File: config.mk
export PLATFORM = sky130hd
export DESIGN_NAME = axis_sg_seq_v2
export DESIGN_NICKNAME = d
export VERILOG_FILES = /design/src/rtl/axis_sg_seq_pkg.sv /design/src/rtl/axis_sg_seq_v2_fifo.sv /design/src/rtl/axis_sg_seq_v2.sv
export SDC_FILE = /design/constraint.sdc
export NUM_CORES = 1
export LEC_CHECK = 0
export CAP_MARGIN = 15
export CORE_ASPECT_RATIO = 1.5
export CORE_MARGIN = 2
export CORE_UTILIZATION = 45
export DETAILED_ROUTE_END_ITERATION = 7
export PLACE_DENSITY = 0.67
export SLEW_MARGIN = 5
export SYNTH_ARGS = -nofsm -noshare
export SYNTH_HDL_FRONTEND = slang
export SYNTH_SLANG_ARGS = --single-unit
File: constraint.sdc
create_clock -name aclk -period 7.7 [get_ports aclk]
set_clock_uncertainty 0.15 [all_clocks]
set_input_delay 1.155 -clock aclk [delete_from_list [all_inputs] [get_ports aclk]]
set_output_delay 1.155 -clock aclk [all_outputs]
set_load 0.005 [all_outputs]
File: src/rtl/axis_sg_seq_pkg.sv
// Shared types and helpers for the multi-tone waveform sequencer.
// Queue word layout: {phrst_flag, mask[N_TONES-1:0], nsamp[NSAMP_W-1:0]}.
package axis_sg_seq_pkg;

   typedef enum logic [1:0] {
      ST_IDLE = 2'd0,
      ST_LOAD = 2'd1,
      ST_PLAY = 2'd2
   } seq_state_e;

   function automatic int mask_lsb(input int nsamp_w);
      return nsamp_w;
   endfunction

   function automatic int flag_bit(input int n_tones, input int nsamp_w);
      return nsamp_w + n_tones;
   endfunction

   function automatic int word_w(input int n_tones, input int nsamp_w);
      return nsamp_w + n_tones + 1;
   endfunction

   function automatic logic [15:0] sat_inc16(input logic [15:0] v);
      return (v == 16'hFFFF) ? v : v + 16'd1;
   endfunction

endpackage

File: src/rtl/axis_sg_seq_v2_fifo.sv
// First-word-fall-through synchronous FIFO with occupancy output and flush.
// Head word is valid on rd_data whenever empty is low.
module sg_seq_fifo
   import axis_sg_seq_pkg::*;
#(
   parameter int DATA_W = 41,
   parameter int DEPTH  = 16
)
(
   input  logic                    aclk,
   input  logic                    aresetn,
   input  logic                    flush,
   input  logic                    wr_en,
   input  logic [DATA_W-1:0]       wr_data,
   input  logic                    rd_en,
   output logic [DATA_W-1:0]       rd_data,
   output logic                    empty,
   output logic                    full,
   output logic [$clog2(DEPTH):0]  level
);
   localparam int AW = $clog2(DEPTH);
   localparam logic [AW-1:0] PTR_ONE  = AW'(1);
   localparam logic [AW:0]   LVL_ONE  = (AW+1)'(1);
   localparam logic [AW:0]   LVL_FULL = (AW+1)'(DEPTH);

   logic [DATA_W-1:0] mem_r [DEPTH];
   logic [AW-1:0]     wr_ptr_r;
   logic [AW-1:0]     rd_ptr_r;
   logic [AW:0]       level_r;
   logic              push_s;
   logic              pop_s;

   assign empty   = (level_r == {(AW+1){1'b0}});
   assign full    = (level_r == LVL_FULL);
   assign push_s  = wr_en & ~full & ~flush;
   assign pop_s   = rd_en & ~empty & ~flush;
   assign rd_data = mem_r[rd_ptr_r];
   assign level   = level_r;

   // storage array; stale contents are never visible because level_r qualifies reads
   always_ff @(posedge aclk) begin
      if (push_s) begin
         mem_r[wr_ptr_r] <= wr_data;
      end
   end

   // pointers and occupancy
   always_ff @(posedge aclk or negedge aresetn) begin
      if (!aresetn) begin
         wr_ptr_r <= {AW{1'b0}};
         rd_ptr_r <= {AW{1'b0}};
         level_r  <= {(AW+1){1'b0}};
      end else if (flush) begin
         wr_ptr_r <= {AW{1'b0}};
         rd_ptr_r <= {AW{1'b0}};
         level_r  <= {(AW+1){1'b0}};
      end else begin
         if (push_s) wr_ptr_r <= wr_ptr_r + PTR_ONE;
         if (pop_s)  rd_ptr_r <= rd_ptr_r + PTR_ONE;
         case ({push_s, pop_s})
            2'b10:   level_r <= level_r + LVL_ONE;
            2'b01:   level_r <= level_r - LVL_ONE;
            default: level_r <= level_r;
         endcase
      end
   end

endmodule

File: src/rtl/axis_sg_seq_v2.sv
// Waveform sequencer: plays queued {flag, mask, nsamp} words into the DDS bank,
// each for exactly nsamp cycles, with gapless back-to-back playback.
module axis_sg_seq_v2
   import axis_sg_seq_pkg::*;
#(
   parameter int N_TONES    = 8,
   parameter int FIFO_DEPTH = 16,
   parameter int NSAMP_W    = 32
)
(
   input  logic                          aclk,
   input  logic                          aresetn,
   input  logic [NSAMP_W+N_TONES:0]      s_axis_tdata,
   input  logic                          s_axis_tvalid,
   output logic                          s_axis_tready,
   input  logic                          hold_en,
   input  logic                          flush,
   output logic [N_TONES-1:0]            tone_en,
   output logic [N_TONES-1:0]            tone_phrst,
   output logic                          tone_active,
   output logic [$clog2(FIFO_DEPTH):0]   fifo_level,
   output logic [15:0]                   entry_cnt,
   output logic [15:0]                   underflow_cnt
);
   localparam int WORD_W   = word_w(N_TONES, NSAMP_W);
   localparam int MASK_LSB = mask_lsb(NSAMP_W);
   localparam int FLAG_BIT = flag_bit(N_TONES, NSAMP_W);
   localparam int LVL_W    = $clog2(FIFO_DEPTH) + 1;
   localparam logic [NSAMP_W-1:0] CNT_ONE   = NSAMP_W'(1);
   localparam logic [NSAMP_W-1:0] CNT_ZERO  = {NSAMP_W{1'b0}};
   localparam logic [N_TONES-1:0] MASK_ZERO = {N_TONES{1'b0}};
   localparam logic [LVL_W-1:0]   LVL_ONE   = LVL_W'(1);

   seq_state_e          state_r, state_nx_s;
   logic [NSAMP_W-1:0]  cnt_r, cnt_nx_s;
   logic [N_TONES-1:0]  tone_en_r, tone_en_nx_s;
   logic [N_TONES-1:0]  tone_phrst_r, tone_phrst_nx_s;
   logic                tone_active_r, tone_active_nx_s;
   logic [N_TONES-1:0]  last_mask_r, last_mask_nx_s;
   logic                ready_r;
   logic [15:0]         entry_cnt_r, underflow_cnt_r;

   logic [WORD_W-1:0]   head_s;
   logic [NSAMP_W-1:0]  head_nsamp_s;
   logic [N_TONES-1:0]  head_mask_s;
   logic                head_flag_s;
   logic                fifo_empty_s, fifo_full_s;
   logic [LVL_W-1:0]    level_s;
   logic                push_s, pop_s, play_end_s;

   assign head_nsamp_s  = head_s[NSAMP_W-1:0];
   assign head_mask_s   = head_s[MASK_LSB +: N_TONES];
   assign head_flag_s   = head_s[FLAG_BIT];

   // ready_r only masks the reset period; the flush cycle never accepts a word
   assign s_axis_tready = ready_r & ~fifo_full_s & ~flush;
   assign push_s        = s_axis_tvalid & s_axis_tready;
   assign play_end_s    = (state_r == ST_PLAY) && (cnt_r == CNT_ONE);
   assign pop_s         = ~flush & ~fifo_empty_s & ((state_r == ST_LOAD) | play_end_s);

   sg_seq_fifo #(
      .DATA_W (WORD_W),
      .DEPTH  (FIFO_DEPTH)
   ) u_fifo (
      .aclk    (aclk),
      .aresetn (aresetn),
      .flush   (flush),
      .wr_en   (push_s),
      .wr_data (s_axis_tdata),
      .rd_en   (pop_s),
      .rd_data (head_s),
      .empty   (fifo_empty_s),
      .full    (fifo_full_s),
      .level   (level_s)
   );

   // next-state and next-output; defaults are the idle outputs
   always_comb begin
      state_nx_s       = state_r;
      cnt_nx_s         = cnt_r;
      tone_en_nx_s     = hold_en ? last_mask_r : MASK_ZERO;
      tone_phrst_nx_s  = MASK_ZERO;
      tone_active_nx_s = 1'b0;
      last_mask_nx_s   = last_mask_r;
      if (flush) begin
         state_nx_s     = ST_IDLE;
         cnt_nx_s       = CNT_ZERO;
         tone_en_nx_s   = MASK_ZERO;
         last_mask_nx_s = MASK_ZERO;
      end else if (pop_s) begin
         cnt_nx_s = head_nsamp_s;
         if (head_nsamp_s != CNT_ZERO) begin
            tone_en_nx_s     = head_mask_s;
            last_mask_nx_s   = head_mask_s;
            tone_active_nx_s = 1'b1;
            tone_phrst_nx_s  = head_flag_s ? head_mask_s : MASK_ZERO;
            state_nx_s       = ST_PLAY;
         end else begin
            // zero-length entry is dropped; keep loading if more words wait behind it
            state_nx_s = (level_s > LVL_ONE) ? ST_LOAD : ST_IDLE;
         end
      end else begin
         case (state_r)
            ST_IDLE: begin
               if (!fifo_empty_s) state_nx_s = ST_LOAD;
               else               state_nx_s = ST_IDLE;
            end
            ST_PLAY: begin
               if (cnt_r == CNT_ONE) begin
                  state_nx_s = ST_IDLE;
               end else begin
                  cnt_nx_s         = cnt_r - CNT_ONE;
                  tone_en_nx_s     = last_mask_r;
                  tone_active_nx_s = 1'b1;
               end
            end
            default: state_nx_s = ST_IDLE;
         endcase
      end
   end

   // sequencing and output registers
   always_ff @(posedge aclk or negedge aresetn) begin
      if (!aresetn) begin
         ready_r       <= 1'b0;
         state_r       <= ST_IDLE;
         cnt_r         <= CNT_ZERO;
         tone_en_r     <= MASK_ZERO;
         tone_phrst_r  <= MASK_ZERO;
         tone_active_r <= 1'b0;
         last_mask_r   <= MASK_ZERO;
      end else begin
         ready_r       <= 1'b1;
         state_r       <= state_nx_s;
         cnt_r         <= cnt_nx_s;
         tone_en_r     <= tone_en_nx_s;
         tone_phrst_r  <= tone_phrst_nx_s;
         tone_active_r <= tone_active_nx_s;
         last_mask_r   <= last_mask_nx_s;
      end
   end

   // status counters survive flush; underflow means the queue ran dry at entry end
   always_ff @(posedge aclk or negedge aresetn) begin
      if (!aresetn) begin
         entry_cnt_r     <= 16'h0000;
         underflow_cnt_r <= 16'h0000;
      end else if (!flush && play_end_s) begin
         entry_cnt_r <= sat_inc16(entry_cnt_r);
         if (fifo_empty_s) underflow_cnt_r <= sat_inc16(underflow_cnt_r);
      end
   end

   assign tone_en       = tone_en_r;
   assign tone_phrst    = tone_phrst_r;
   assign tone_active   = tone_active_r;
   assign fifo_level    = level_s;
   assign entry_cnt     = entry_cnt_r;
   assign underflow_cnt = underflow_cnt_r;

endmodule

==> results.json <==
{
  "status": "finished, final reports clean",
  "endpoint_kind": "register",
  "synthCells": 1659,
  "antenna_found_initial": 2,
  "period_share_pct": 64.5,
  "place_area_um2": 32400,
  "wl_per_cell_um": 26.0,
  "tns_ps": 0,
  "max_freq_ghz": 0.201,
  "synth_edf_count": 656,
  "final_cell_count_no_fill": 2721,
  "cts-resized-gates": 0,
  "drt-vias-per-instance": 5.93,
  "layout-drive-gt1-share_pct": 16.5,
  "synthArstFlopShare_pct": 13.8,
  "p_leak_nw": 11.3,
  "n_fill_cell": 5268,
  "stdcell_area_um2": 34800,
  "yosysUniqueCellTypes": 59,
  "clk_pin_slew_worst_paths_ps": 60,
  "die_w_um": 216,
  "vdd_drop_max_mv": 0.143,
  "htreeDepth": 3,
  "cap_viol_max_count": 0,
  "routed_wl_um": 70800,
  "crit_required_ps": 8030,
  "hold_violations": 0,
  "ys_warn_count": 0,
  "final_core_util_pct": 52.2,
  "drc_errors": 0,
  "powerDensity_nw_per_um2": 245,
  "rsz0062_at_grt": "false",
  "place.gp.congestion": 0.780,
  "crit_path_start_kind": "register",
  "finalSetupViolCount": 0,
  "tightest_slew_ps": 1040,
  "grt_max_degree": 91,
  "cts_buffer_depth": 3,
  "drt_first_pass_iters": 7,
  "insertion_delay_ps": 620,
  "ys_seq_area_share_pct": 73.6,
  "timing.final.ws_setup_ps": 2730,
  "via_count": 16100,
  "hold_slack_ps": 344,
  "root_buffer": "clkbuf_16",
  "path_max_fanout": 76,
  "grt_pass1_wl_um": 106000,
  "final_max_slew_viol_count": 0,
  "hp-class": "primary input to asynchronous set/reset pin",
  "grt_pass1_vias": 16500,
  "nNetsFinal": 1839,
  "start_util_pct": 45.4,
  "synth_ff_type": "edfxtp_1",
  "die-area_um2": 69500,
  "synthTopCellsByArea": "edfxtp_1 (65%), mux4_2 (9.1%), dfrtp_1 (8.7%), mux2i_1 (3.2%), a221oi_1 (1.5%)",
  "fp.coreArea_um2": 66800,
  "grt_usage_pct": 20.6,
  "dp_hpwl_um": 40300,
  "postCtsSetupBuffers": 0,
  "holdBufCountCts": 0,
  "ant_nets": 0,
  "pre_cts_slack_ps": 2650,
  "yosysTopAreaCellShare_pct": 65.0,
  "crit_type": "register to register",
  "period_needed_ps": 4970,
  "port_buffers": 100,
  "cp.arrival_ps": 5300,
  "cts_tree": "done",
  "yosys.area.top_type": "edfxtp_1",
  "grt_overflow": 0,
  "ios": 101,
  "syn_nets": 1718,
  "syn-cell-area_um2": 30300,
  "area_growth_pct": 14.9,
  "die_h_um": 322,
  "first_iter_violations": 1695,
  "ys_seq_elements": 761,
  "power_mw": 8.52,
  "rows": 116,
  "dp_cells": 2593,
  "syn_area_per_cell_um2": 18.3,
  "cts.sinks": 761,
  "slew_headroom_pct": 30.5,
  "cts_buffers": 70
}
[synth_stat cells, types with 10 or more instances]
cell      instances
a211oi_1         18
a21oi_1          39
a221oi_1         51
a22o_1           11
a22oi_1          38
a311oi_1         10
and2_1           28
and3_1           13
buf_2            24
clkbuf_1         53
dfrtp_1         105
edfxtp_1        656
ha_1             13
inv_1            13
mux2i_1          96
mux4_2          123
nand2_1          53
nand3_1          16
nand4_1          17
nor2_1           56
nor2b_1          24
nor3_1           12
o21ai_0          38
or3_1            15
xnor2_1          31
xor2_1           29
[cells in the final DEF (no fill, tap or decap), types with 13 or more instances in the layout]
master           instances
edfxtp_1               656
mux4_2                 123
dfrtp_1                103
clkdlybuf4s50_1         98
mux2i_1                 96
clkbuf_16               73
nor2_1                  56
nand2_1                 53
a221oi_1                51
a22oi_1                 38
o21ai_0                 38
a21oi_1                 38
buf_4                   38
xnor2_1                 31
xor2_1                  29
nor2b_1                 23
a211oi_1                18
and2_2                  17
nand4_1                 17
nand3_1                 16
or3_1                   15
clkbuf_1                15
inv_1                   13
and3_1                  13
ha_1                    13
bufinv_16               13
[state kept, by name (all words and copies together), names as in the netlist, 2 cells and up]
name             cells
u_fifo.mem_r       656
u_fifo.rd_ptr_r      4
u_fifo.wr_ptr_r      4
state_r              2
cnt_r               32
u_fifo.level         5
underflow_cnt       16
tone_phrst           8
entry_cnt           16
last_mask_r          8
tone_en              8
[where the power goes]
group / internal (mW) / leakage (nW) / switching [mW] / total, mW
Combinational: 0.117 / 2.80 / 0.194 / 0.311
Sequential: 4.51 / 7.34 / 0.0224 / 4.53
Clock: 2.20 / 1.19 / 1.48 / 3.68
[routing by layer]
metal	track usage, %	vias up	share of wire, %
met5	0	-	0
met1	25.3	8466	38
met4	8.46	0	3.4
li1	-	6941	-
met3	2.80	124	5.6
met2	36.7	593	53
[cell type report]
cell class | count | area, um2 | share of cell area (%)
Tap cell | 885 | 1110 | 3.18
Clock inverter | 36 | 515 | 1.48
Antenna cell | 2 | 5.00 | 0.0144
Inverter | 14 | 52.6 | 0.151
Clock buffer | 90 | 1910 | 5.49
Sequential cell | 761 | 22300 | 64.1
Multi-Input combinational cell | 794 | 7580 | 21.8
Timing Repair Buffer | 139 | 1310 | 3.77
[path summary, 6_finish.rpt]
kind / slack (ps) / cells after the start / start / to
max in group asynchronous: 5660 / 2 / aresetn / u_fifo.rd_ptr_r[0]
min in group aclk: 350 / 1 / entry_cnt[11] / entry_cnt[11]
min reg2reg: 350 / 1 / entry_cnt[11] / entry_cnt[11]
min: 340 / 1 / aresetn / tone_phrst[0]
max reg2reg: 2730 / 9 / u_fifo.rd_ptr_r[0] / tone_phrst[5]
max: 2730 / 9 / u_fifo.rd_ptr_r[0] / tone_phrst[5]
[kinds of logic (layout without fill, tap and decap cells)]
group           after synthesis  count (layout)  share of synthesized area (%)
fa+ha+maj                    13              13                          0.537
buf+inv                     104             279                           1.47
mux                         221             221                           12.4
xor+xnor                     60              60                           1.73
flops                       761             761                           73.6
compound gates              228             228                           5.36
other cells                   1               3                         0.0124
simple gates                271             271                           4.86
[worst max-delay path, cell delays in order (launching register included)]
cell and delay (ps):
dfrtp_4 960, buf_12 530, mux4_2 590, mux4_2 540, or4_1 520, nor2_1 350
nand4_1 330, buf_4 330, nand4b_1 350, a21oi_1 90
(Power assumes the default switching activity.)
